`config.mk`:
```
export PLATFORM = sky130hd
export DESIGN_NAME = update_knn13_mul_arb
export DESIGN_NICKNAME = d
export VERILOG_FILES = /design/src/rtl/update_knn13_pkg.sv /design/src/rtl/update_knn13_mul_core.sv /design/src/rtl/update_knn13_mul_arb.sv
export SDC_FILE = /design/constraint.sdc
export NUM_CORES = 1
export LEC_CHECK = 0
export ABC_AREA = 1
export CORE_UTILIZATION = 59
export CTS_CLUSTER_SIZE = 30
export DETAILED_ROUTE_END_ITERATION = 10
export PLACE_DENSITY = 0.89
export SETUP_SLACK_MARGIN = 0.15
export SLEW_MARGIN = 20
export SYNTH_ARGS = -nofsm -noshare
export SYNTH_HDL_FRONTEND = slang
export SYNTH_HIERARCHICAL = 1
export SYNTH_SLANG_ARGS = --single-unit
```
`constraint.sdc`:
```
create_clock -name clk -period 6.8 [get_ports clk]
set_input_delay 0.68 -clock clk [delete_from_list [all_inputs] [get_ports clk]]
set_output_delay 0.68 -clock clk [all_outputs]
set_load 0.1 [all_outputs]
```
`src/rtl/update_knn13_pkg.sv`:
```
// Shared widths and the round-robin grant search for the update_knn13 datapath.
package update_knn13_pkg;

  localparam int A_WIDTH      = 17;
  localparam int B_WIDTH      = 15;
  localparam int P_WIDTH      = A_WIDTH + B_WIDTH;
  localparam int MUL_LATENCY  = 2;

  // Largest supported requester count and its index width.
  localparam int MAX_REQ      = 8;
  localparam int MAX_ID_WIDTH = 3;
  localparam int CAND_WIDTH   = MAX_ID_WIDTH + 1;

  typedef struct packed {
    logic                    found;
    logic [MAX_ID_WIDTH-1:0] idx;
  } rr_pick_t;

  // First asserted requester searching upward from rr, wrapping at num_req.
  // rr < num_req and i < num_req, so a single subtraction folds the wrap.
  function automatic rr_pick_t rr_next_grant(input logic [MAX_REQ-1:0]      valid,
                                             input int                      num_req,
                                             input logic [MAX_ID_WIDTH-1:0] rr);
    rr_pick_t              pick;
    logic [CAND_WIDTH-1:0] cand;
    pick.found = 1'b0;
    pick.idx   = '0;
    for (int i = 0; i < MAX_REQ; i++) begin
      cand = {1'b0, rr} + CAND_WIDTH'(i);
      if (int'(cand) >= num_req) begin
        cand = cand - CAND_WIDTH'(num_req);
      end
      if ((i < num_req) && !pick.found && valid[cand[MAX_ID_WIDTH-1:0]]) begin
        pick.found = 1'b1;
        pick.idx   = cand[MAX_ID_WIDTH-1:0];
      end
    end
    return pick;
  endfunction

endpackage

```
`src/rtl/update_knn13_mul_core.sv`:
```
// Registered unsigned multiplier with clock-enable; MUL_LATENCY stages from
// operand capture to product. No reset: contents are qualified by the
// valid pipeline in the arbiter.
module update_knn13_mul_core
  import update_knn13_pkg::*;
#(
  parameter int A_W = A_WIDTH,
  parameter int B_W = B_WIDTH,
  parameter int LAT = MUL_LATENCY
) (
  input  logic             clk,
  input  logic             ce,
  input  logic [A_W-1:0]   a,
  input  logic [B_W-1:0]   b,
  output logic [A_W+B_W-1:0] p
);

  localparam int P_W = A_W + B_W;

  generate
    if (LAT == 1) begin : g_single
      logic [P_W-1:0] p_q;

      // Single stage: multiply straight into the product register.
      always_ff @(posedge clk) begin
        if (ce) p_q <= P_W'(a) * P_W'(b);
      end

      assign p = p_q;
    end else begin : g_multi
      logic [A_W-1:0] a_q;
      logic [B_W-1:0] b_q;
      logic [P_W-1:0] p_q [LAT-1];

      // Operand capture, then LAT-1 product stages, all frozen when ce is low.
      always_ff @(posedge clk) begin
        if (ce) begin
          a_q    <= a;
          b_q    <= b;
          p_q[0] <= P_W'(a_q) * P_W'(b_q);
          for (int i = 1; i < LAT - 1; i++) begin
            p_q[i] <= p_q[i-1];
          end
        end
      end

      assign p = p_q[LAT-2];
    end
  endgenerate

endmodule

```
`src/rtl/update_knn13_mul_arb.sv`:
```
// Round-robin arbiter sharing one pipelined multiplier among NUM_REQ
// requesters; results return in issue order tagged with the requester ID.
module update_knn13_mul_arb
  import update_knn13_pkg::*;
#(
  parameter int NUM_REQ  = 4,
  parameter int ID_WIDTH = 2,
  parameter int A_W      = A_WIDTH,
  parameter int B_W      = B_WIDTH,
  parameter int P_W      = P_WIDTH,
  parameter int LAT      = MUL_LATENCY
) (
  input  logic                   clk,
  input  logic                   reset_n,
  input  logic [NUM_REQ-1:0]     req_valid,
  input  logic [NUM_REQ*A_W-1:0] req_a,
  input  logic [NUM_REQ*B_W-1:0] req_b,
  output logic [NUM_REQ-1:0]     req_ready,
  output logic                   rsp_valid,
  input  logic                   rsp_ready,
  output logic [ID_WIDTH-1:0]    rsp_id,
  output logic [P_W-1:0]         rsp_p,
  output logic                   busy
);

  logic                adv;
  logic                transfer;
  rr_pick_t            pick;
  logic [ID_WIDTH-1:0] grant;
  logic [ID_WIDTH-1:0] rr_q;
  logic [A_W-1:0]      mux_a;
  logic [B_W-1:0]      mux_b;
  logic [LAT-1:0]      vld_q;
  logic [ID_WIDTH-1:0] id_q [LAT];

  assign rsp_valid = vld_q[LAT-1];
  assign rsp_id    = id_q[LAT-1];
  assign busy      = |vld_q;
  assign adv       = !rsp_valid || rsp_ready;

  // Grant selection, one-hot ready and operand steering for this cycle.
  // Ready is held off while reset is asserted so nothing is accepted then.
  always_comb begin
    req_ready = '0;
    mux_a     = '0;
    mux_b     = '0;
    pick      = rr_next_grant(MAX_REQ'(req_valid), NUM_REQ, MAX_ID_WIDTH'(rr_q));
    grant     = ID_WIDTH'(pick.idx);
    transfer  = adv && pick.found && reset_n;
    for (int i = 0; i < NUM_REQ; i++) begin
      if (transfer && (grant == ID_WIDTH'(i))) begin
        req_ready[i] = 1'b1;
        mux_a        = req_a[i*A_W +: A_W];
        mux_b        = req_b[i*B_W +: B_W];
      end
    end
  end

  // Round-robin pointer moves one past the winner on every transfer.
  always_ff @(posedge clk or negedge reset_n) begin
    if (!reset_n) begin
      rr_q <= '0;
    end else if (transfer) begin
      rr_q <= (int'(grant) == NUM_REQ - 1) ? '0 : grant + 1'b1;
    end
  end

  // Valid/ID pipeline shadowing the multiplier; shifts in lockstep with ce.
  always_ff @(posedge clk or negedge reset_n) begin
    if (!reset_n) begin
      vld_q <= '0;
      for (int i = 0; i < LAT; i++) begin
        id_q[i] <= '0;
      end
    end else if (adv) begin
      vld_q[0] <= transfer;
      id_q[0]  <= grant;
      for (int i = 1; i < LAT; i++) begin
        vld_q[i] <= vld_q[i-1];
        id_q[i]  <= id_q[i-1];
      end
    end
  end

  update_knn13_mul_core #(
    .A_W (A_W),
    .B_W (B_W),
    .LAT (LAT)
  ) u_mul (
    .clk (clk),
    .ce  (adv),
    .a   (mux_a),
    .b   (mux_b),
    .p   (rsp_p)
  );

endmodule

```
==> key figures, run 1 <==
Timing
  • Slew margin rel.: 0.307
  • Min Tclk post-route: 5.87 ns
  • Worst Skew: 0.0105 ns
  • Final period utilization: 0.863
  • Worst slew pin tran: 1.04 ns
  • Fin. Hold Viols: 0
  • Fin. max-slew vios: 0
  • RSZ-0062 raised after global routing: false
  • Setup TNS: 0 ns
  • FMAX: 0.170 GHz
  • Final setup fails: 0

Routing
  • Residual DRC: 0
  • Detailed-route vias per instance: 5.47
  • Vias: 13000
  • Drt initial violations: 1227
  • Pre-Repair DR Iteration Count: 8
  • Post-Route WL: 39400 um
  • Detail Route Antenna Nets: 0
  • Routed len/inst: 16.6 um

Run status
  • Status: finished, final reports clean

Placement
  • Post-DP HPWL: 30100 um
  • Gpl congestion: 1.00
  • Port Buf Inserts: 174

Logic synthesis
  • Avg Cell Area, Syn: 7.09 sq um
  • Synth cell types: 33
  • Ys flop type: edfxtp_1
  • Syn Nets: 2386
  • Post-synth EDFFs: 64
  • Yosys warns: 6
  • Asr flop ratio synth: 0.111
  • Part of the Yosys area used for sequential elements: 0.153
  • Mapped Cells: 1958
  • #FFs+latches synth: 72
  • Cell area after synthesis: 0.0139 sq mm

Critical path
  • Worst Setup Start Kind: register
  • CP peak stage delay: 0.74 ns
  • Critical Path AT: 5.98 ns
  • CP Cell Sequence: nand2_1, inv_1, fa_1, inv_1, fa_1, inv_1, fa_1, inv_1, fa_1, inv_1, fa_1, inv_1, fa_1, inv_1, ha_1, nand2_2, nor2_2, nand3_1, nand3_2, nand2_1, nand3_1, nand2_1
  • Worst Setup Path Type: reg2reg
  • Cell mode on critical path: inv_1
  • Req. time, crit path: 6.91 ns
  • Crit-path max FO: 17
  • CP Capture Type: register
  • Worst path slowest cell: edfxtp_1

Cells and area
  • Commonest non-fill, non-tap cell in the layout: nand2_1
  • Filler cell count: 1805
  • FF/Latch Area: 0.00212 sq mm
  • Layout area overhead: 14.9%
  • Multi-input gate area: 0.00920 sq mm
  • # nets final: 2485
  • Share of cells above drive strength 1: 0.0276
  • Final Util: 0.698
  • Antenna diodes: 0
  • Commonest non-fill, non-tap cells in the layout: nand2_1 (619), inv_1 (569), fa_1 (193)

Clock tree
  • Clk slew on worst S/H paths: 0.07 ns
  • Clock root cell: clkbuf_16
  • PostCTS Resize Cnt: 0
  • TritonCTS Sinks: 72
  • Setup Buffers After CTS: 0
  • Clock buffer count from CTS: 9
  • CTS tree: built
  • Cts hold-fix bufs: 0
  • H-tree Lvls: 3
  • Max clock buf depth: 2
  • Worst-Skew Late Latency: 0.35 ns

Die
  • Initial Util: 0.608
  • I/O pin cnt: 175
  • Die ar.: 0.0241 sq mm
  • Die height: 155 um
  • Chip Width: 155 um
  • Core Rows: 55
  • Core footprint: 0.0228 sq mm

Global routing
  • First-pass GRT wire length: 65000 um
  • Global-route total usage across every layer: 0.346
  • Vias in the first global route: 13200
  • Initial antenna violation count: 0
  • Largest net degree at the start of global routing: 75
  • GRT overflow: 0

Job
  • Maxcap violations: 0

Min path
  • Worst hold-check path type: reg2reg
==> per-layer routing <==
| layer | vias up | wire length [um] | global-route usage |
|---|---|---|---|
| met2 | 810 | 18900 | 0.578 |
| met4 | 0 | 2000 | 0.166 |
| li1 | 5904 | - | - |
| met3 | 184 | 4110 | 0.0730 |
| met1 | 6088 | 14400 | 0.427 |
| met5 | - | 0 | 0 |
==> sequential cells by signal (all words and copies together), names as in the netlist <==
signal             flops
rsp_id                 2
vld_q                  2
u_mul/g_multi.p_q     32
u_mul/g_multi.a_q     17
rr_q                   2
u_mul/g_multi.b_q     15
id_q                   2
==> worst paths after layout <==
path	slack, ns	from	cells past startpoint	to
worst max-delay path	0.93	u_mul/g_multi.b_q[3]$_DFFE_PP_	22	u_mul/g_multi.p_q[0][28]$_DFFE_PP_
worst min-delay path	0.49	id_q[2]$_DFFE_PN0N_	2	rsp_id[0]$_DFFE_PN0N_
worst max register to register	0.93	u_mul/g_multi.b_q[3]$_DFFE_PP_	22	u_mul/g_multi.p_q[0][28]$_DFFE_PP_
worst min register to register	0.49	id_q[2]$_DFFE_PN0N_	2	rsp_id[0]$_DFFE_PN0N_
max in group asynchronous	5.90	reset_n	1	vld_q[1]$_DFFE_PN0N_
min in group asynchronous	0.61	reset_n	1	rsp_id[0]$_DFFE_PN0N_
==> logic make-up (layout without fill, tap and decap cells) <==
logic type               Yosys count  after routing  synth area share
buffers and inverters            667            771             0.185
adder cells (fa/ha/maj)          293            293             0.368
AO/OA/AOI/OAI                     26             26            0.0101
XOR/XNOR                          18             18            0.0114
flip-flops                        72             72             0.153
AND/OR/NAND/NOR                  882            882             0.272
==> final cells by class <==
class                   count  share of cell area
well taps                 313              0.0246
clock buffers               9              0.0141
multi-input cells        1219               0.577
inverters                 573               0.135
clock inverters             7             0.00400
repair buffers            182               0.113
flip-flops and latches     72               0.133
==> synthesized netlist by cell type (2+ instances only) <==
library cell | count | area, sq um
xnor2_1 | 3 | 26.3
a21oi_1 | 18 | 90.1
nand2_2 | 4 | 25.0
nand4_1 | 103 | 644
o21ai_0 | 3 | 15.0
buf_4 | 6 | 45.0
ha_1 | 100 | 1250
nor2_1 | 65 | 244
buf_2 | 16 | 80.1
inv_2 | 2 | 7.51
dfrtp_1 | 8 | 200
clkbuf_1 | 68 | 255
nand3_2 | 7 | 70.1
inv_1 | 570 | 2140
and2_1 | 2 | 12.5
fa_1 | 193 | 3860
nor2_4 | 2 | 22.5
nand2_1 | 619 | 2320
edfxtp_1 | 64 | 1920
nor2_2 | 9 | 56.3
nand3_1 | 68 | 340
buf_6 | 3 | 33.8
xor2_1 | 15 | 131
==> worst max-delay path, delay by kind of cell (launching register included) <==
family                   cells  cell delay [ns]
buffers and inverters        7             0.40
flip-flops                   1             0.74
adder cells (fa/ha/maj)      7             3.42
AND/OR/NAND/NOR              8             1.04
==> per-stage QoR <==
step / instance area (sq um) / hold WS, ns / std cells / worst slack (ns)
2_1_floorplan: 13900 / 0.384 / 1958 / 1.49
3_3_place_gp: 15700 / 0.458 / 2359 / 1.15
3_5_place_dp: 15700 / 0.461 / 2359 / 1.10
4_1_cts: 15900 / 0.495 / 2375 / 1.02
5_1_grt: 15900 / 0.537 / 2375 / 0.670
6_report: 15900 / 0.491 / 2375 / 0.929
Power of run 1 is left out: the tool's default activity adds up to more than one toggle a clock period on the data nets, which glitch-free logic cannot reach.
==> inputs of run 2 (changes only) <==
--- a/config.mk
+++ b/config.mk
@@ -6,10 +6,10 @@
 export NUM_CORES = 1
 export LEC_CHECK = 0
 export ABC_AREA = 1
-export CORE_UTILIZATION = 59
+export CORE_UTILIZATION = 53
 export CTS_CLUSTER_SIZE = 30
 export DETAILED_ROUTE_END_ITERATION = 10
-export PLACE_DENSITY = 0.89
+export PLACE_DENSITY = 0.85
 export SETUP_SLACK_MARGIN = 0.15
 export SLEW_MARGIN = 20
 export SYNTH_ARGS = -nofsm -noshare
==> constraint.sdc (replaced) <==
create_clock -name clk -period 5.2 [get_ports clk]
set_input_delay 0.52 -clock clk [delete_from_list [all_inputs] [get_ports clk]]
set_output_delay 0.52 -clock clk [all_outputs]
set_load 0.1 [all_outputs]
==> run 2 against run 1 <==
The run now ends with setup timing left. Flip-flop and latch count stayed put. Worst setup slack lost 1.2 ns. Critical path depth unchanged. Utilization is 0.83 points lower. Register-to-register slack got worse by 1.2 ns. Sequential share of layout area down 1.2 points. Cell count increased by 5.6%. Final area up 10%. Maximum frequency rose by 8.2%. Clock skew down 0.0024 ns. Routed wire length decreased by 3.5%. Clock-buffer cell count grew 1. Critical endpoint is now u_mul/g_multi.p_q[0][20]$_DFFE_PP_. Largest cell class unchanged. Highest routed layer unchanged.
==> key figures, run 2 (synthesis gave the netlist of run 1 again) <==
Timing
  • Worst Skew: 0.00812 ns (-0.00236 ns)
  • Fin. Hold Viols: 0 (unchanged)
  • FMAX: 0.184 GHz (+8.2%)
  • RSZ-0062 raised after global routing: true
  • Min Tclk post-route: 5.43 ns (-0.443 ns)
  • Fin. max-slew vios: 0 (unchanged)
  • Slew margin rel.: 0.270 (-0.0361)
  • Final setup fails: 20 (+20)
  • Worst slew pin tran: 1.09 ns (+0.0558 ns)
  • Final period utilization: 1.04 (+0.180)
  • Final WS setup: -0.228 ns (-1.16 ns)

Die
  • I/O pin cnt: 175 (unchanged)
  • Core footprint: 0.0255 sq mm (+11%)
  • Die height: 164 um (+5.4%)
  • Chip Width: 164 um (+5.4%)
  • Die ar.: 0.0268 sq mm (+11%)
  • Initial Util: 0.545 (-0.0626)
  • Core Rows: 58 (+5.5%)

Clock tree
  • Worst-Skew Late Latency: 0.35 ns (about the same)
  • H-tree Lvls: 3 (unchanged)
  • TritonCTS Sinks: 72 (unchanged)
  • Max clock buf depth: 2 (unchanged)
  • Clock buffer count from CTS: 9 (unchanged)
  • CTS tree: built
  • Cts hold-fix bufs: 0 (unchanged)
  • Clock root cell: clkbuf_16
  • Clk slew on worst S/H paths: 0.07 ns (about the same)

Global routing
  • Global-route total usage across every layer: 0.294 (-0.0521)
  • GRT overflow: 0 (unchanged)
  • Largest net degree at the start of global routing: 100 (+33%)
  • Initial antenna violation count: 0 (unchanged)
  • Vias in the first global route: 13500 (+2.9%)
  • First-pass GRT wire length: 62300 um (-4.2%)

Critical path
  • CP Capture Type: register
  • Worst R2R Path Depth: 22 (unchanged)
  • Req. time, crit path: 5.30 ns (-1.61 ns)
  • Critical Path AT: 5.53 ns (-0.45 ns)
  • Worst Setup Path Type: reg2reg
  • Worst Setup Start Kind: register
  • R2r setup slk: -0.23 ns (-1.16 ns)
  • Crit-path max FO: 6 (-11)

Cells and area
  • Largest register FFs: 32 (unchanged)
  • Filler cell count: 1924 (+6.6%)
  • Post-route cell area: 0.0176 sq mm (+10%)
  • Largest registers: u_mul/g_multi.p_q (32), u_mul/g_multi.a_q (17), u_mul/g_multi.b_q (15)
  • Largest Register: u_mul/g_multi.p_q
  • # nets final: 2601 (+4.7%)
  • Commonest non-fill, non-tap cell in the layout: nand2_1
  • Commonest non-fill, non-tap cells in the layout: nand2_1 (566), inv_1 (541), fa_1 (187)
  • Share of cells above drive strength 1: 0.141 (+0.113)
  • Antenna diodes: 0 (unchanged)
  • Layout area overhead: 26.6%

Run status
  • Failing checks: setup timing
  • Status: finished, violations left

Job
  • Maxcap violations: 0 (unchanged)

Min path
  • Worst hold-check path type: in2async

Placement
  • Gpl congestion: 0.950 (-5.0%)
  • Placed cell area: 0.0166 sq mm (+5.7%)
  • Post-DP HPWL: 29800 um (-1.0%)
  • Port Buf Inserts: 174 (unchanged)

Routing
  • Residual DRC: 0 (unchanged)
  • Drt initial violations: 980 (-20%)
  • Pre-Repair DR Iteration Count: 7 (-1)
  • Detailed-route vias per instance: 5.22 (-4.5%)
  • Vias: 13100 (+0.84%)
  • Routed len/inst: 15.1 um (-8.6%)
  • Detail Route Antenna Nets: 0 (unchanged)
  • Post-Route WL: 38000 um (-3.5%)
==> run 2: layout make-up <==
| class | count | area (sq um) | area share |
|---|---|---|---|
| clock buffers | 10 | 250 | 0.0142 |
| clock inverters | 6 | 45.0 | 0.00256 |
| inverters | 573 | 2160 | 0.123 |
| multi-input cells | 1219 | 9800 | 0.558 |
| flip-flops and latches | 72 | 2120 | 0.121 |
| well taps | 330 | 413 | 0.0235 |
| repair buffers | 298 | 2780 | 0.158 |
==> run 2: critical path, cell delays in order, from the launching register on <==
cell,delay [ns]
edfxtp_1,0.56
buf_6,0.22
nand2_1,0.06
inv_1,0.04
fa_1,0.49
inv_1,0.07
fa_1,0.57
inv_1,0.07
fa_1,0.49
fa_2,0.58
fa_1,0.42
fa_1,0.53
ha_4,0.24
nand2_4,0.10
inv_2,0.04
nand2_2,0.06
nand3_2,0.09
inv_2,0.09
nand3_4,0.10
nand2_2,0.11
nand2_1,0.08
nand2_1,0.09
nand2_2,0.06
==> run 2: per-layer routing <==
metal	share of wire	wire, um	vias up	global-route usage
li1	-	-	6138	-
met1	0.39	14600	6282	0.348
met2	0.51	19500	535	0.521
met3	0.055	2080	140	0.0386
met4	0.047	1770	0	0.146
met5	0	0	-	0
==> run 2: worst paths after layout <==
check                                                from                                 end
min in group clk                     vld_q[0]$_DFFE_PN0N_                vld_q[1]$_DFFE_PN0N_
max reg2reg                u_mul/g_multi.b_q[2]$_DFFE_PP_  u_mul/g_multi.p_q[0][20]$_DFFE_PP_
max in group asynchronous                         reset_n                 rr_q[0]$_DFFE_PN0P_
max                        u_mul/g_multi.b_q[2]$_DFFE_PP_  u_mul/g_multi.p_q[0][20]$_DFFE_PP_
min                                               reset_n                 id_q[3]$_DFFE_PN0N_
min reg2reg                          vld_q[0]$_DFFE_PN0N_                vld_q[1]$_DFFE_PN0N_
==> run 2: through the flow <==
step           utilization  setup slack (ns)  std cells  setup TNS, ns  hold slack [ns]
2_1_floorplan            -             0.150       1958              0            0.224
3_3_place_gp         0.650            -0.164       2469          -1.79            0.451
3_5_place_dp         0.650            -0.255       2469          -3.46            0.471
4_1_cts              0.674           -0.0412       2499         -0.285            0.463
5_1_grt              0.690            -0.392       2508          -6.04            0.491
6_report             0.690            -0.228       2508          -2.32            0.460
==> run 2: timing repair <==
action / in CTS / in global routing
pin swaps: 29 / 32
setup buffers: 14 / 9
endpoints found under the setup margin: 22 / 24
gates resized for setup: 60 / 95
Power of run 2 is left out for the same reason.
==> inputs of run 3 (changes only) <==
--- a/config.mk
+++ b/config.mk
@@ -6,10 +6,10 @@
 export NUM_CORES = 1
 export LEC_CHECK = 0
 export ABC_AREA = 1
-export CORE_UTILIZATION = 53
+export CORE_UTILIZATION = 60
 export CTS_CLUSTER_SIZE = 30
 export DETAILED_ROUTE_END_ITERATION = 10
-export PLACE_DENSITY = 0.85
+export PLACE_DENSITY = 0.9
 export SETUP_SLACK_MARGIN = 0.15
 export SLEW_MARGIN = 20
 export SYNTH_ARGS = -nofsm -noshare
==> constraint.sdc (replaced) <==
create_clock -name clk -period 6.6 [get_ports clk]
set_input_delay 0.66 -clock clk [delete_from_list [all_inputs] [get_ports clk]]
set_output_delay 0.66 -clock clk [all_outputs]
set_load 0.1 [all_outputs]
==> run 3 against run 2 <==
The flow now finishes without violations. Critical path depth down 2. Global-route usage up 5.6 points. Utilization up 1.7 points. Register-to-register slack better by 0.89 ns. Sequential share of layout area up 1.2 points. Final area down 8.9%. Critical path type unchanged. Critical endpoint is now u_mul/g_multi.p_q[0][27]$_DFFE_PP_.
==> key figures, run 3 (synthesis gave the netlist of run 1 again) <==
Clock tree
  • Worst-Skew Late Latency: 0.36 ns (about the same)
  • Setup Buffers After CTS: 0 (-14)
  • CTS tree: built
  • Max clock buf depth: 2 (unchanged)
  • TritonCTS Sinks: 72 (unchanged)
  • Clk slew on worst S/H paths: 0.06 ns (about the same)
  • PostCTS Resize Cnt: 0 (-100%)
  • Clock root cell: clkbuf_16
  • Cts hold-fix bufs: 0 (unchanged)
  • Clock buffer count from CTS: 9 (unchanged)
  • H-tree Lvls: 3 (unchanged)

Timing
  • Fin. Hold Viols: 0 (unchanged)
  • RSZ-0062 raised after global routing: false
  • Final period utilization: 0.900 (-0.143)
  • Final setup fails: 0 (-100%)
  • Worst Skew: 0.0119 ns (+0.00382 ns)
  • Fin. max-slew vios: 0 (unchanged)
  • Setup TNS: 0 ns (+2.32 ns)
  • Worst slew pin tran: 1.02 ns (-0.0727 ns)
  • Slew margin rel.: 0.318 (+0.0474)
  • Min Tclk post-route: 5.94 ns (+0.515 ns)
  • FMAX: 0.168 GHz (-8.7%)

Cells and area
  • Largest Register: u_mul/g_multi.p_q
  • Commonest non-fill, non-tap cell in the layout: nand2_1
  • Largest register FFs: 32 (unchanged)
  • # nets final: 2489 (-4.3%)
  • Largest registers: u_mul/g_multi.p_q (32), u_mul/g_multi.a_q (17), u_mul/g_multi.b_q (15)
  • Share of cells above drive strength 1: 0.0295 (-0.111)
  • Layout area overhead: 15.3%
  • Antenna diodes: 0 (unchanged)
  • Commonest non-fill, non-tap cells in the layout: nand2_1 (619), inv_1 (569), fa_1 (193)

Global routing
  • Initial antenna violation count: 0 (unchanged)
  • Vias in the first global route: 13000 (-3.7%)
  • First-pass GRT wire length: 64600 um (+3.8%)
  • Largest net degree at the start of global routing: 84 (-16%)
  • Global-route total usage across every layer: 0.349 (+0.0560)
  • GRT overflow: 0 (unchanged)

Critical path
  • CP Cell Sequence: nand2_1, inv_1, fa_1, inv_1, fa_1, inv_1, fa_1, fa_1, fa_1, inv_1, fa_1, inv_1, ha_1, nand2_1, nor2_2, nand2_1, nor2_1, nand2_1, nand4_1, nand2_1
  • Worst path slowest cell: edfxtp_1
  • CP Capture Type: register
  • Worst Setup Start Kind: register
  • Critical Path AT: 6.04 ns (+0.51 ns)
  • Crit-path max FO: 17 (+11)
  • Req. time, crit path: 6.70 ns (+1.40 ns)
  • CP peak stage delay: 0.72 ns (+0.14 ns)
  • Worst Setup Path Type: reg2reg
  • Cell mode on critical path: fa_1

Die
  • Die ar.: 0.0238 sq mm (-12%)
  • Die height: 154 um (-5.9%)
  • Chip Width: 154 um (-5.9%)
  • Initial Util: 0.613 (+0.0682)
  • Core Rows: 55 (-5.2%)
  • Core footprint: 0.0226 sq mm (-11%)
  • I/O pin cnt: 175 (unchanged)

Routing
  • Routed len/inst: 16.8 um (+11%)
  • Residual DRC: 0 (unchanged)
  • Detailed-route vias per instance: 5.47 (+4.8%)
  • Drt initial violations: 1319 (+35%)
  • Post-Route WL: 39400 um (+3.8%)
  • Pre-Repair DR Iteration Count: 8 (+1)
  • Vias: 12900 (-1.8%)
  • Detail Route Antenna Nets: 0 (unchanged)

Placement
  • Gpl congestion: 0.965 (+1.6%)
  • Port Buf Inserts: 174 (unchanged)
  • Post-DP HPWL: 30800 um (+3.5%)

Job
  • Maxcap violations: 0 (unchanged)

Run status
  • Status: finished, final reports clean

Min path
  • Worst hold-check path type: reg2reg
[run 3: cell count changes in the layout (fill, tap and decap cells not counted), moves of 8 or more]
cell	delta
a21oi_1	+8
buf_4	-92
buf_6	-13
ha_1	+13
ha_4	-13
inv_1	+28
inv_2	-27
nand2_1	+53
nand2_2	-38
nand2_4	-15
nand3_1	+13
nand3_2	-9
nor2_1	+8
[run 3: path summary, 6_finish.rpt]
| check | endpoint | from | slack [ns] | cells after the start |
|---|---|---|---|---|
| max | u_mul/g_multi.p_q[0][27]$_DFFE_PP_ | u_mul/g_multi.b_q[0]$_DFFE_PP_ | 0.66 | 20 |
| min | vld_q[1]$_DFFE_PN0N_ | vld_q[0]$_DFFE_PN0N_ | 0.49 | 2 |
| max reg2reg | u_mul/g_multi.p_q[0][27]$_DFFE_PP_ | u_mul/g_multi.b_q[0]$_DFFE_PP_ | 0.66 | 20 |
| min reg2reg | vld_q[1]$_DFFE_PN0N_ | vld_q[0]$_DFFE_PN0N_ | 0.49 | 2 |
| max in group asynchronous | rsp_id[0]$_DFFE_PN0N_ | reset_n | 5.72 | 1 |
| min in group asynchronous | id_q[3]$_DFFE_PN0N_ | reset_n | 0.60 | 1 |
[run 3: final cells by class]
| type | instances | area (sq um) |
|---|---|---|
| inverter | 573 | 2150 |
| multi-input combinational | 1219 | 9200 |
| tap | 285 | 357 |
| timing repair buffer | 186 | 1820 |
| clock buffer | 11 | 253 |
| sequential | 72 | 2120 |
| clock inverter | 5 | 103 |
| fill | 1735 | 6630 |
[run 3: per-layer routing]
| layer | vias up | global-route usage | share of wire | routed length (um) |
|---|---|---|---|---|
| li1 | 5911 | - | - | - |
| met1 | 6034 | 0.439 | 0.38 | 14900 |
| met2 | 746 | 0.578 | 0.47 | 18700 |
| met3 | 170 | 0.0815 | 0.10 | 4020 |
| met4 | 0 | 0.153 | 0.045 | 1780 |
| met5 | - | 0 | 0 | 0 |
[run 3: per-stage QoR]
step / worst slack [ns] / cell area (sq um) / util / cells / hold WS [ns]
after floorplan: 1.29 / 13900 / - / 1958 / 0.364
after global placement: 0.906 / 15700 / 0.691 / 2335 / 0.450
after detailed placement: 0.867 / 15700 / 0.691 / 2335 / 0.468
after CTS: 0.823 / 16000 / 0.707 / 2351 / 0.485
after global routing: 0.441 / 16000 / 0.707 / 2351 / 0.508
final: 0.658 / 16000 / 0.707 / 2351 / 0.486
[run 3: worst max-delay path: cells and delay by family, from the launching register on]
kind          cells  cell delay, ns
fa+ha+maj         7            3.62
flops             1            0.72
simple gates      8            0.99
buf+inv           5            0.35
Power of run 3 is left out for the same reason.
